<file path="src/rtl/sram_port_arbiter_pkg.sv">
// Shared definitions for the SRAM port arbiter: FSM states, port IDs, response tag layout.
package sram_port_arbiter_pkg;

  typedef enum logic {
    ST_INIT = 1'b0,
    ST_RUN  = 1'b1
  } state_e;

  localparam logic PORT0 = 1'b0;
  localparam logic PORT1 = 1'b1;

  // Tag that follows each SRAM access so its read data can be routed back.
  typedef struct packed {
    logic valid;
    logic is_read;
    logic port_id;
  } tag_t;

endpackage

</file>
<file path="src/rtl/sram_port_arbiter_rr_arb2.sv">
// Two-way round-robin arbiter; pointer names the preferred port on contention.
module rr_arb2
  import sram_port_arbiter_pkg::*;
(
  input  logic       clk,
  input  logic       rst,
  input  logic [1:0] req,
  output logic [1:0] gnt
);

  logic ptr_q, ptr_d;

  // Grant decode; after any grant the pointer moves to the other port.
  always_comb begin
    gnt   = '0;
    ptr_d = ptr_q;
    case (req)
      2'b01:   gnt = 2'b01;
      2'b10:   gnt = 2'b10;
      2'b11:   gnt = (ptr_q == PORT0) ? 2'b01 : 2'b10;
      default: gnt = '0;
    endcase
    if (gnt[0]) begin
      ptr_d = PORT1;
    end else if (gnt[1]) begin
      ptr_d = PORT0;
    end
  end

  // Pointer register, starts at port 0.
  always_ff @(posedge clk) begin
    if (rst) begin
      ptr_q <= PORT0;
    end else begin
      ptr_q <= ptr_d;
    end
  end

endmodule

</file>
<file path="src/rtl/sram_port_arbiter.sv">
// Shares one single-port SRAM between two requesters with round-robin arbitration,
// registered SRAM drive, optional post-reset array clear and per-port read return.
module sram_port_arbiter
  import sram_port_arbiter_pkg::*;
#(
  parameter int ADDR_W     = 5,
  parameter int DATA_W     = 32,
  parameter int INIT_CLEAR = 1
) (
  input  logic              clk,
  input  logic              rst,
  input  logic              p0_valid,
  output logic              p0_ready,
  input  logic              p0_we,
  input  logic [ADDR_W-1:0] p0_addr,
  input  logic [DATA_W-1:0] p0_wdata,
  output logic              p0_rvalid,
  output logic [DATA_W-1:0] p0_rdata,
  input  logic              p1_valid,
  output logic              p1_ready,
  input  logic              p1_we,
  input  logic [ADDR_W-1:0] p1_addr,
  input  logic [DATA_W-1:0] p1_wdata,
  output logic              p1_rvalid,
  output logic [DATA_W-1:0] p1_rdata,
  output logic              init_done,
  output logic              csb_n,
  output logic              we_n,
  output logic [ADDR_W-1:0] addr,
  output logic [DATA_W-1:0] sram_data_in,
  input  logic [DATA_W-1:0] sram_data_out
);

  localparam state_e            RST_STATE = (INIT_CLEAR != 0) ? ST_INIT : ST_RUN;
  localparam logic [ADDR_W:0]   DEPTH     = {1'b1, {ADDR_W{1'b0}}};

  state_e              state_q, state_d;
  logic [ADDR_W:0]     cnt_q, cnt_d;
  logic                init_done_q, init_done_d;

  logic [1:0]          req, gnt;
  logic                acc, sel_we;
  logic [ADDR_W-1:0]   sel_addr;
  logic [DATA_W-1:0]   sel_wdata;

  logic                csb_n_q, csb_n_d, we_n_q, we_n_d;
  logic [ADDR_W-1:0]   addr_q, addr_d;
  logic [DATA_W-1:0]   din_q, din_d;
  tag_t                tag1_q, tag1_d, tag2_q;

  logic                p0_rvalid_q, p0_rvalid_d, p1_rvalid_q, p1_rvalid_d;
  logic [DATA_W-1:0]   p0_rdata_q, p0_rdata_d, p1_rdata_q, p1_rdata_d;

  // INIT walks the counter one past the last word so init_done follows the last clear write
  // by one cycle; init_done is registered so it reads 0 while rst is held.
  always_comb begin
    state_d = state_q;
    cnt_d   = cnt_q;
    case (state_q)
      ST_INIT: begin
        if (cnt_q == DEPTH) begin
          state_d = ST_RUN;
        end else begin
          cnt_d = cnt_q + (ADDR_W+1)'(1);
        end
      end
      ST_RUN:  state_d = ST_RUN;
      default: state_d = RST_STATE;
    endcase
    init_done_d = (state_d == ST_RUN);
  end

  // FSM, init counter and init_done registers.
  always_ff @(posedge clk) begin
    if (rst) begin
      state_q     <= RST_STATE;
      cnt_q       <= '0;
      init_done_q <= 1'b0;
    end else begin
      state_q     <= state_d;
      cnt_q       <= cnt_d;
      init_done_q <= init_done_d;
    end
  end

  assign req = {p1_valid, p0_valid} & {2{init_done_q}};

  rr_arb2 u_arb (
    .clk (clk),
    .rst (rst),
    .req (req),
    .gnt (gnt)
  );

  assign p0_ready  = gnt[0];
  assign p1_ready  = gnt[1];
  assign acc       = |gnt;
  assign sel_we    = gnt[1] ? p1_we    : p0_we;
  assign sel_addr  = gnt[1] ? p1_addr  : p0_addr;
  assign sel_wdata = gnt[1] ? p1_wdata : p0_wdata;

  // Next SRAM drive: clear writes during INIT, granted access in RUN, else deselect and hold bus.
  always_comb begin
    csb_n_d = 1'b1;
    we_n_d  = 1'b1;
    addr_d  = addr_q;
    din_d   = din_q;
    tag1_d  = '0;
    if (state_q == ST_INIT && cnt_q != DEPTH) begin
      csb_n_d = 1'b0;
      we_n_d  = 1'b0;
      addr_d  = cnt_q[ADDR_W-1:0];
      din_d   = '0;
    end else if (acc) begin
      csb_n_d = 1'b0;
      we_n_d  = ~sel_we;
      addr_d  = sel_addr;
      din_d   = sel_wdata;
    end
    tag1_d.valid   = acc;
    tag1_d.is_read = acc & ~sel_we;
    tag1_d.port_id = gnt[1] ? PORT1 : PORT0;
  end

  // Response routing from the second tag stage; rdata holds between pulses.
  always_comb begin
    p0_rvalid_d = 1'b0;
    p1_rvalid_d = 1'b0;
    p0_rdata_d  = p0_rdata_q;
    p1_rdata_d  = p1_rdata_q;
    if (tag2_q.valid && tag2_q.is_read) begin
      if (tag2_q.port_id == PORT1) begin
        p1_rvalid_d = 1'b1;
        p1_rdata_d  = sram_data_out;
      end else begin
        p0_rvalid_d = 1'b1;
        p0_rdata_d  = sram_data_out;
      end
    end
  end

  // SRAM drive, tag pipe and response registers; reset drops any in-flight read.
  always_ff @(posedge clk) begin
    if (rst) begin
      csb_n_q     <= 1'b1;
      we_n_q      <= 1'b1;
      addr_q      <= '0;
      din_q       <= '0;
      tag1_q      <= '0;
      tag2_q      <= '0;
      p0_rvalid_q <= 1'b0;
      p1_rvalid_q <= 1'b0;
      p0_rdata_q  <= '0;
      p1_rdata_q  <= '0;
    end else begin
      csb_n_q     <= csb_n_d;
      we_n_q      <= we_n_d;
      addr_q      <= addr_d;
      din_q       <= din_d;
      tag1_q      <= tag1_d;
      tag2_q      <= tag1_q;
      p0_rvalid_q <= p0_rvalid_d;
      p1_rvalid_q <= p1_rvalid_d;
      p0_rdata_q  <= p0_rdata_d;
      p1_rdata_q  <= p1_rdata_d;
    end
  end

  assign init_done    = init_done_q;
  assign csb_n        = csb_n_q;
  assign we_n         = we_n_q;
  assign addr         = addr_q;
  assign sram_data_in = din_q;
  assign p0_rvalid    = p0_rvalid_q;
  assign p1_rvalid    = p1_rvalid_q;
  assign p0_rdata     = p0_rdata_q;
  assign p1_rdata     = p1_rdata_q;

endmodule
</file>
<file path="config.mk">
export PLATFORM = sky130hd
export DESIGN_NAME = sram_port_arbiter
export DESIGN_NICKNAME = d
export VERILOG_FILES = /design/src/rtl/sram_port_arbiter_pkg.sv /design/src/rtl/sram_port_arbiter_rr_arb2.sv /design/src/rtl/sram_port_arbiter.sv
export SDC_FILE = /design/constraint.sdc
export NUM_CORES = 1
export LEC_CHECK = 0
export CAP_MARGIN = 15
export CORE_MARGIN = 2
export CORE_UTILIZATION = 40
export DETAILED_ROUTE_END_ITERATION = 8
export GPL_TIMING_DRIVEN = 1
export PLACE_DENSITY = 0.79
export REMOVE_ABC_BUFFERS = 1
export SLEW_MARGIN = 20
export SYNTH_ARGS = -nofsm -noshare
export SYNTH_HDL_FRONTEND = slang
export SYNTH_SLANG_ARGS = --single-unit
export TNS_END_PERCENT = 20
</file>
<file path="constraint.sdc">
create_clock -name clk -period 2.1 [get_ports clk]
set_clock_uncertainty 0.05 [all_clocks]
set_input_delay 0.315 -clock clk [delete_from_list [all_inputs] [get_ports clk]]
set_output_delay 0.315 -clock clk [all_outputs]
set_load 0.1 [all_outputs]
</file>
# [Word level (Yosys, flattened, before mapping)]
# Index checks and enable logic that the tools add are counted.
[word_totals] register_bits=119 output_inout_bits=108
[classes] n_addsub=1 n_eq_ne=5 muxes=18 bitwise_logic=7 reduce_logical=10
[op_table] cell="2-to-1 mux 32 bit" n=1
[op_table] cell="2-to-1 mux 5 bit" n=3
[op_table] cell="2-to-1 mux 1 bit" n=11
[op_table] cell="adder 6 x 1 -> 6 bit, second input constant" n=1
[op_table] cell="equality test 6 bit, second input constant" n=1
[op_table] cell="inequality test 6 bit, second input constant" n=1
[op_table] cell="case mux 2 bit (3 select lines)" n=1
[op_table] cell="AND reduction 2 bit" n=3
[op_table] cell="OR reduction 2 bit" n=3
[op_table] cell="NOT 1 bit" n=5
[op_table] cell="equality test 2 bit, second input constant" n=2
[op_table] cell="nonzero test 2 bit" n=2
[op_table] cell="bitwise AND 2 bit" n=1
[op_table] cell="equality test 2 x 1 -> 1 bit, second input constant" n=1
[op_table] cell="logical AND 1 bit" n=2
[op_table] cell="2-to-1 mux 2 bit" n=1
[op_table] cell="case mux 1 bit (2 select lines)" n=1
[op_table] cell="bitwise AND 1 bit" n=1

# [Longest topological paths before layout]
# Gate-level depths: netlist (run 1).
[depth] word_depth=7 mapped_depth=8 depth_no_buf=6

# [By module]
# From an unflattened synthesis (run 1), not the netlist that was laid out.
[hier_totals] hier_cells=564 hier_area_um2=4764.6
[by_module_without_submodules] mod="sram_port_arbiter" instances=1 cells_each=557 area_each_um2=4698.3 seq_area_each_um2=2362.3
[by_module_without_submodules] mod="rr_arb2" instances=1 cells_each=7 area_each_um2=66.3 seq_area_each_um2=20.0

# [Least setup slack after synthesis (run 1)]
# OpenSTA, ideal clock, no wires.
[synth_path] path_kind="register to register" start="reg init_done_q, in the netlist init_done" end="reg din_q[23], in the netlist sram_data_in[23]" setup_ns=0.067 arrival_ns=2.306 required_ns=1.983 setup_slack_ns=-0.323 stages_incl_launch_ff=6 n_path_buf=1 cell_sequence="dfxtp_1 nand3_1 inv_2 buf_2 a22oi_1 a21oi_2"
[synth_between] elab_chain_cells=4
[synth_rtl] element="from (decl)" line_no="sram_port_arbiter.sv:39" rtl="logic init_done_q, init_done_d;"
[synth_rtl] element="from (signal assigned)" line_no="sram_port_arbiter.sv:82" rtl="init_done_q <= init_done_d;"
[synth_rtl] element="bitwise AND 2 bit (*)" line_no="sram_port_arbiter.sv:86" rtl="assign req = {p1_valid, p0_valid} & {2{init_done_q}};"
[synth_rtl] element="equality test 2 bit / equality test 2 x 1 -> 1 bit (equally long branches)" line_no="sram_port_arbiter_rr_arb2.sv:17" rtl="case (req)"
[synth_rtl] element="case mux 2 bit (3 select lines) (*)" line_no="sram_port_arbiter_rr_arb2.sv:17"
[synth_rtl] element="net p1_ready" line_no="sram_port_arbiter.sv:20" rtl="output logic p1_ready,"
[synth_rtl] element="2-to-1 mux 32 bit / OR reduction 2 bit (equally long branches)" line_no="sram_port_arbiter.sv:100, sram_port_arbiter.sv:97"
[synth_rtl] element="to (signal assigned)" line_no="sram_port_arbiter.sv:159" rtl="din_q <= din_d;"
[synth_rtl] element="to (decl)" line_no="sram_port_arbiter.sv:48" rtl="logic [DATA_W-1:0] din_q, din_d;"
# The timed path passes the listed nets; every way through them passes the cells marked *.
# A chain may end at the register's enable or synchronous reset.

# [Final worst setup path (run 1)]
[layout_path] start="reg u_arb.ptr_q" end="out p1_ready"
[layout_between] elab_chain_cells=2
[layout_rtl] element="from (decl)" line_no="sram_port_arbiter_rr_arb2.sv:11" rtl="logic ptr_q, ptr_d;"
[layout_rtl] element="from (signal assigned)" line_no="sram_port_arbiter_rr_arb2.sv:35" rtl="ptr_q <= ptr_d;"
[layout_rtl] element="2-to-1 mux 2 bit" line_no="sram_port_arbiter_rr_arb2.sv:20" rtl="2'b11: gnt = (ptr_q == PORT0) ? 2'b01 : 2'b10;"
[layout_rtl] element="case mux 2 bit (3 select lines)" line_no="sram_port_arbiter_rr_arb2.sv:17"
[layout_rtl] element="to (decl)" line_no="sram_port_arbiter.sv:20"
# Every way passes these cells.

==> results of run 1 <==
==> stage by stage <==
| step | instance area, sq um | instances | setup slack, ns | setup TNS [ns] | total power, uW |
|---|---|---|---|---|---|
| final | 7210 | 895 | 0.151 | 0 | 5490 |
| after global routing | 7210 | 895 | 0.0440 | 0 | 5660 |
| after CTS | 7210 | 895 | 0.0697 | 0 | 5540 |
| after detailed placement | 6620 | 863 | 0.172 | 0 | 2670 |
| after global placement | 6620 | 863 | 0.247 | 0 | 2670 |
| after floorplan | 4320 | 487 | -0.681 | -21.08 | 2390 |
==> kinds of logic after synthesis <==
group / share of synthesized area
and+or+nand+nor: 0.180
AOI/OAI and AO/OA: 0.223
DFF: 0.529
buffers and inverters: 0.0473
xor gates and xnor gates: 0.00779
muxes: 0.00695
adders and majority gates: 0.00556
==> what timing repair did <==
| action | CTS | global route |
|---|---|---|
| gates resized for setup | 0 | 1 |
| endpoints found under the setup margin | 0 | 1 |
| setup buffers | 0 | 0 |
==> report_power, final <==
part	total [uW]	switching (uW)	internal, uW
clock network	2870	1060	1810
logic	346	131	215
registers	2280	9.68	2270
total	5490	1200	4290
==> final cells by class <==
| cell class | count | area (sq um) |
|---|---|---|
| clock buffer | 17 | 414 |
| clock inverter | 15 | 176 |
| fill | 868 | 3680 |
| inverter | 8 | 30.0 |
| multi-input combinational | 360 | 1910 |
| sequential | 119 | 2380 |
| tap | 140 | 175 |
| timing repair buffer | 236 | 2120 |
==> how the worst max path moves through the flow <==
| stage | from | to | slack (ns) |
|---|---|---|---|
| floorplan | init_done | we_n | -0.68 |
| global placement | p1_valid | sram_data_in[19] | 0.25 |
| detailed placement | p1_valid | sram_data_in[28] | 0.17 |
| CTS | u_arb.ptr_q | p1_ready | 0.07 |
| global route | u_arb.ptr_q | p1_ready | 0.04 |
| finish | u_arb.ptr_q | p1_ready | 0.15 |
==> per-layer routing <==
| metal | wire length (um) | share of wire | vias to the layer above | global-route usage |
|---|---|---|---|---|
| met1 | 5570 | 0.41 | 2128 | 0.263 |
| met3 | 1420 | 0.10 | 12 | 0.0794 |
| met5 | 0 | 0 | - | 0 |
| met2 | 6570 | 0.48 | 214 | 0.377 |
| li1 | - | - | 2200 | - |
| met4 | 138 | 0.010 | 0 | 0.0732 |
==> flip-flops by register name (all words and copies together), names as in the netlist <==
signal and count:
addr 5, cnt_q 6, csb_n 1, init_done 1, p0_rdata 32, p0_rvalid 1, p1_rdata 32, p1_rvalid 1
sram_data_in 32, tag1_q 3, tag2_q 3, u_arb.ptr_q 1, we_n 1
==> placed cells by master (no fill, tap or decap), drive strengths merged, types with 5 or more instances in the layout <==
cell type and instances:
buf 126, inv 11, nor2 15, a21oi 101, clkdlybuf4s50 110, clkinv 6
nor2b 5, a22oi 33, nand2 165, dfxtp 119, nand3 5, clkbuf 17
==> worst min-delay path, delay by kind of cell <==
kind	cells	cell delay, ns
simple gates	1	0.12
buf+inv	2	0.35
==> flow_summary.json, run 1 <==
{
  "status": "finished clean",
  "fp.coreArea_sq_mm": 0.0109,
  "start_kind": "flop",
  "syn_inst": 525,
  "ys_seq_elements": 119,
  "rsz0062_at_grt": "false",
  "clockBufferDepth": 2,
  "slowest_stage": "dfxtp_2",
  "synth_edf_count": 0,
  "cts-root-buf": "clkbuf_8",
  "syn_area_per_cell_sq_um": 8.57,
  "fin_nets": 856,
  "cts_sinks": 119,
  "htree_levels": 4,
  "min_period_over_period": 0.928,
  "synth_cell_types": 38,
  "dp_hpwl_mm": 9.71,
  "place_congestion": 0.814,
  "io_pins": 220,
  "path_delay_family": "flip-flops",
  "r2r-start": "cnt_q[0]",
  "drc": 0,
  "cts_tree": "yes",
  "path_max_fanout": 6,
  "drt_first_pass_iters": 5,
  "via_count": 4554,
  "regToRegEndpoint": "sram_data_in[0]",
  "power_density_mw_per_mm2": 762,
  "fp-row-count": 38,
  "synth_top_area_frac": 0.529,
  "first_iter_violations": 339,
  "path_buf_inv": 2,
  "period_needed_ns": 1.95,
  "antenna_cells": 0,
  "ys_top_cells_by_count": "nand2_1 (165), dfxtp_1 (119), a21oi_1 (71)",
  "holdWs_ns": 0.267,
  "grt_antenna_before_repair": 0,
  "holdPathStages": 3,
  "yosys_warnings": 0,
  "port_buffers": 219,
  "synth-main-ff-cell": "dfxtp_1",
  "hold_class": "in2reg",
  "grt_max_degree": 84,
  "grt_first_pass_wirelength_mm": 20.9,
  "path_depth": 4,
  "synth_top_area_cell": "dfxtp_1",
  "wl_per_cell_um": 15.3,
  "clk_latency_ns": 0.51,
  "wl_mm": 13.7,
  "hold_violations": 0,
  "post-synth-top-count-cell": "nand2_1",
  "drive_gt1_frac": 0.262,
  "holdBufCountCts": 0,
  "post-route-util": 0.662,
  "critical_path_class": "reg2out",
  "finalSetupViolCount": 0,
  "antenna_left": 0,
  "worstMarginPinSlew_ns": 0.701,
  "endpoint_kind": "output port",
  "grt.overflow.total": 0,
  "initial_core_util": 0.413,
  "hp-start": "rst",
  "cp.required_ns": 1.74,
  "maxCapViolations": 0,
  "timing.final.max_slew_violations": 0,
  "crit_chain": "nand2b_1, nand3_1, inv_2, buf_12",
  "relSlewSlack": 0.533,
  "syn-cell-area_sq_mm": 0.00450,
  "cp_data_arrival_time_ns": 1.58,
  "via_per_inst": 5.09,
  "grt_pass1_vias": 4380,
  "min_to": "cnt_q[5]",
  "crit_path_max_incr_delay_ns": 0.38,
  "p_leak_uw": 0.00272,
  "die_y_um": 110,
  "die_area_sq_mm": 0.0121,
  "track_usage": 0.223,
  "reg2reg_slack_ns": 0.33,
  "area_growth_pct": 60.1,
  "synth.yosys.seq_area_share": 0.529,
  "async_flop_share": 0,
  "reg2reg_depth": 7,
  "synth_area_leaders": "dfxtp_1 (53%), nand2_1 (14%), a21oi_1 (7.9%)",
  "die_w_um": 110,
  "path_clk_slew_ns": 0.06,
  "fmax_mhz": 513,
  "numCtsBuffers": 17,
  "vdd_drop_max_v": 0.000448
}
Power figures use the tool's default switching activity.
==> run 2, diff against run 1 <==
--- a/config.mk
+++ b/config.mk
@@ -8,10 +8,10 @@
 export CAP_MARGIN = 15
 export CORE_MARGIN = 2
 export CORE_UTILIZATION = 40
+export CTS_CLUSTER_DIAMETER = 80
 export DETAILED_ROUTE_END_ITERATION = 8
 export GPL_TIMING_DRIVEN = 1
 export PLACE_DENSITY = 0.79
-export REMOVE_ABC_BUFFERS = 1
 export SLEW_MARGIN = 20
 export SYNTH_ARGS = -nofsm -noshare
 export SYNTH_HDL_FRONTEND = slang
==> run 2 against run 1 <==
  * Register-to-register slack worse by 0.04 ns
  * Clock power about the same
  * Routed wire length up 0.24%
  * Largest cell class unchanged
==> flow_summary.json, run 2 (synthesis results as in run 1) <==
{
  "fp.coreArea_sq_mm": 0.0109,
  "hold_violations": 0,
  "path_max_fanout": 6,
  "path_delay_family": "flip-flops",
  "endpoint_kind": "output port",
  "rsz0062_at_grt": "false",
  "cp.required_ns": 1.74,
  "wl_per_cell_um": 15.3,
  "maxCapViolations": 0,
  "power_density_mw_per_mm2": 767,
  "path_buf_inv": 2,
  "finalSetupViolCount": 0,
  "pre_cts_ws_ns": 0.0946,
  "crit_chain": "nand2b_1, nand3_1, inv_4, buf_12",
  "place_congestion": 0.785,
  "grt.overflow.total": 0,
  "fin_nets": 856,
  "via_per_inst": 5.08,
  "die_area_sq_mm": 0.0121,
  "status": "finished clean",
  "clockBufferDepth": 2,
  "wl_mm": 13.7,
  "hold_class": "in2reg",
  "worstMarginPinSlew_ns": 0.667,
  "grt_antenna_before_repair": 0,
  "fmax_mhz": 499,
  "clk_latency_ns": 0.51,
  "area_growth_pct": 60.1,
  "power_uw": 5520,
  "die_w_um": 110,
  "die_y_um": 110,
  "critical_path_class": "reg2out",
  "holdWs_ns": 0.307,
  "first_iter_violations": 352,
  "syn_nets": 639,
  "io_pins": 220,
  "grt_first_pass_wirelength_mm": 20.7,
  "timing.final.ws_setup_ns": 0.0943,
  "drive_gt1_frac": 0.261,
  "drt_first_pass_iters": 5,
  "port_buffers": 219,
  "track_usage": 0.221,
  "via_count": 4546,
  "crit_path_max_incr_delay_ns": 0.43,
  "numCtsBuffers": 17,
  "relSlewSlack": 0.555,
  "antenna_cells": 0,
  "layout_common_cells": "nand2_1 (165), buf_4 (120), dfxtp_1 (118)",
  "grt_max_degree": 52,
  "htree_levels": 4,
  "path_clk_slew_ns": 0.06,
  "antenna_left": 0,
  "min_period_over_period": 0.955,
  "start_kind": "flop",
  "cp_data_arrival_time_ns": 1.64,
  "dp_hpwl_mm": 9.75,
  "post-route-util": 0.662,
  "grt_pass1_vias": 4366,
  "p_leak_uw": 0.00272,
  "final_common_cell": "nand2_1",
  "slowest_stage": "dfxtp_1",
  "cts-root-buf": "clkbuf_8",
  "drc": 0,
  "vdd_drop_max_v": 0.000479,
  "timing.final.max_slew_violations": 0,
  "fp-row-count": 38,
  "period_needed_ns": 2.01,
  "cts_sinks": 119,
  "initial_core_util": 0.413,
  "timing.setup.tns_ns": 0,
  "cts_tree": "yes"
}
[run 2: repair_timing]
item	CTS	global route
endpoints found under the setup margin	1	1
setup buffers	1	0
hold endpoints to repair	1	0
gates resized for setup	1	1
cloned	0	0
hold buffers	1	0
pin swaps	0	0
[run 2: worst register-to-register path: stages (launching register included)]
cell and delay, ns:
dfxtp_1 0.43, nand2b_1 0.22, nand3_1 0.17, inv_4 0.13
buf_4 0.20, mux2_1 0.37, a22oi_1 0.15
[run 2: layout make-up]
| cell class | instances | area, sq um |
|---|---|---|
| Sequential cell | 119 | 2380 |
| Timing Repair Buffer | 236 | 2100 |
| Multi-Input combinational cell | 360 | 1910 |
| Inverter | 8 | 35.0 |
| Fill cell | 880 | 3680 |
| Clock inverter | 12 | 150 |
| Tap cell | 140 | 175 |
| Clock buffer | 20 | 455 |
[run 2: stage by stage]
stage | std cells | instance area (sq um)
5_1_grt | 895 | 7200
6_report | 895 | 7200
2_1_floorplan | 525 | 4500
3_5_place_dp | 861 | 6580
4_1_cts | 895 | 7200
3_3_place_gp | 861 | 6580
[run 2: per-layer routing]
metal | up-vias | GRT usage | share of wire | wire, um
met2 | 228 | 0.371 | 0.48 | 6660
met3 | 19 | 0.0782 | 0.10 | 1420
met1 | 2095 | 0.254 | 0.39 | 5420
met5 | - | 0 | 0 | 0
met4 | 0 | 0.0922 | 0.017 | 237
li1 | 2204 | - | - | -
[run 2: final timing paths]
| check | from | slack (ns) | endpoint | depth (start not counted) |
|---|---|---|---|---|
| worst max-delay path | u_arb.ptr_q | 0.09 | p1_ready | 4 |
| worst min-delay path | p0_wdata[22] | 0.31 | sram_data_in[22] | 3 |
| worst max register to register | u_arb.ptr_q | 0.29 | we_n | 6 |
| worst min register to register | tag1_q[1] | 0.39 | tag2_q[1] | 1 |
[run 2: where the power goes]
part	internal, uW	switching [uW]
sequential	2270	9.14
combinational	212	130
clock	1890	1010
total	4380	1150
==> run 3, diff against run 2 <==
--- a/config.mk
+++ b/config.mk
@@ -10,7 +10,6 @@
 export CORE_UTILIZATION = 40
 export CTS_CLUSTER_DIAMETER = 80
 export DETAILED_ROUTE_END_ITERATION = 8
-export GPL_TIMING_DRIVEN = 1
 export PLACE_DENSITY = 0.79
 export SLEW_MARGIN = 20
 export SYNTH_ARGS = -nofsm -noshare
==> results of run 3 <==
No change in the layout: final DEF, timing and power equal those of run 2.
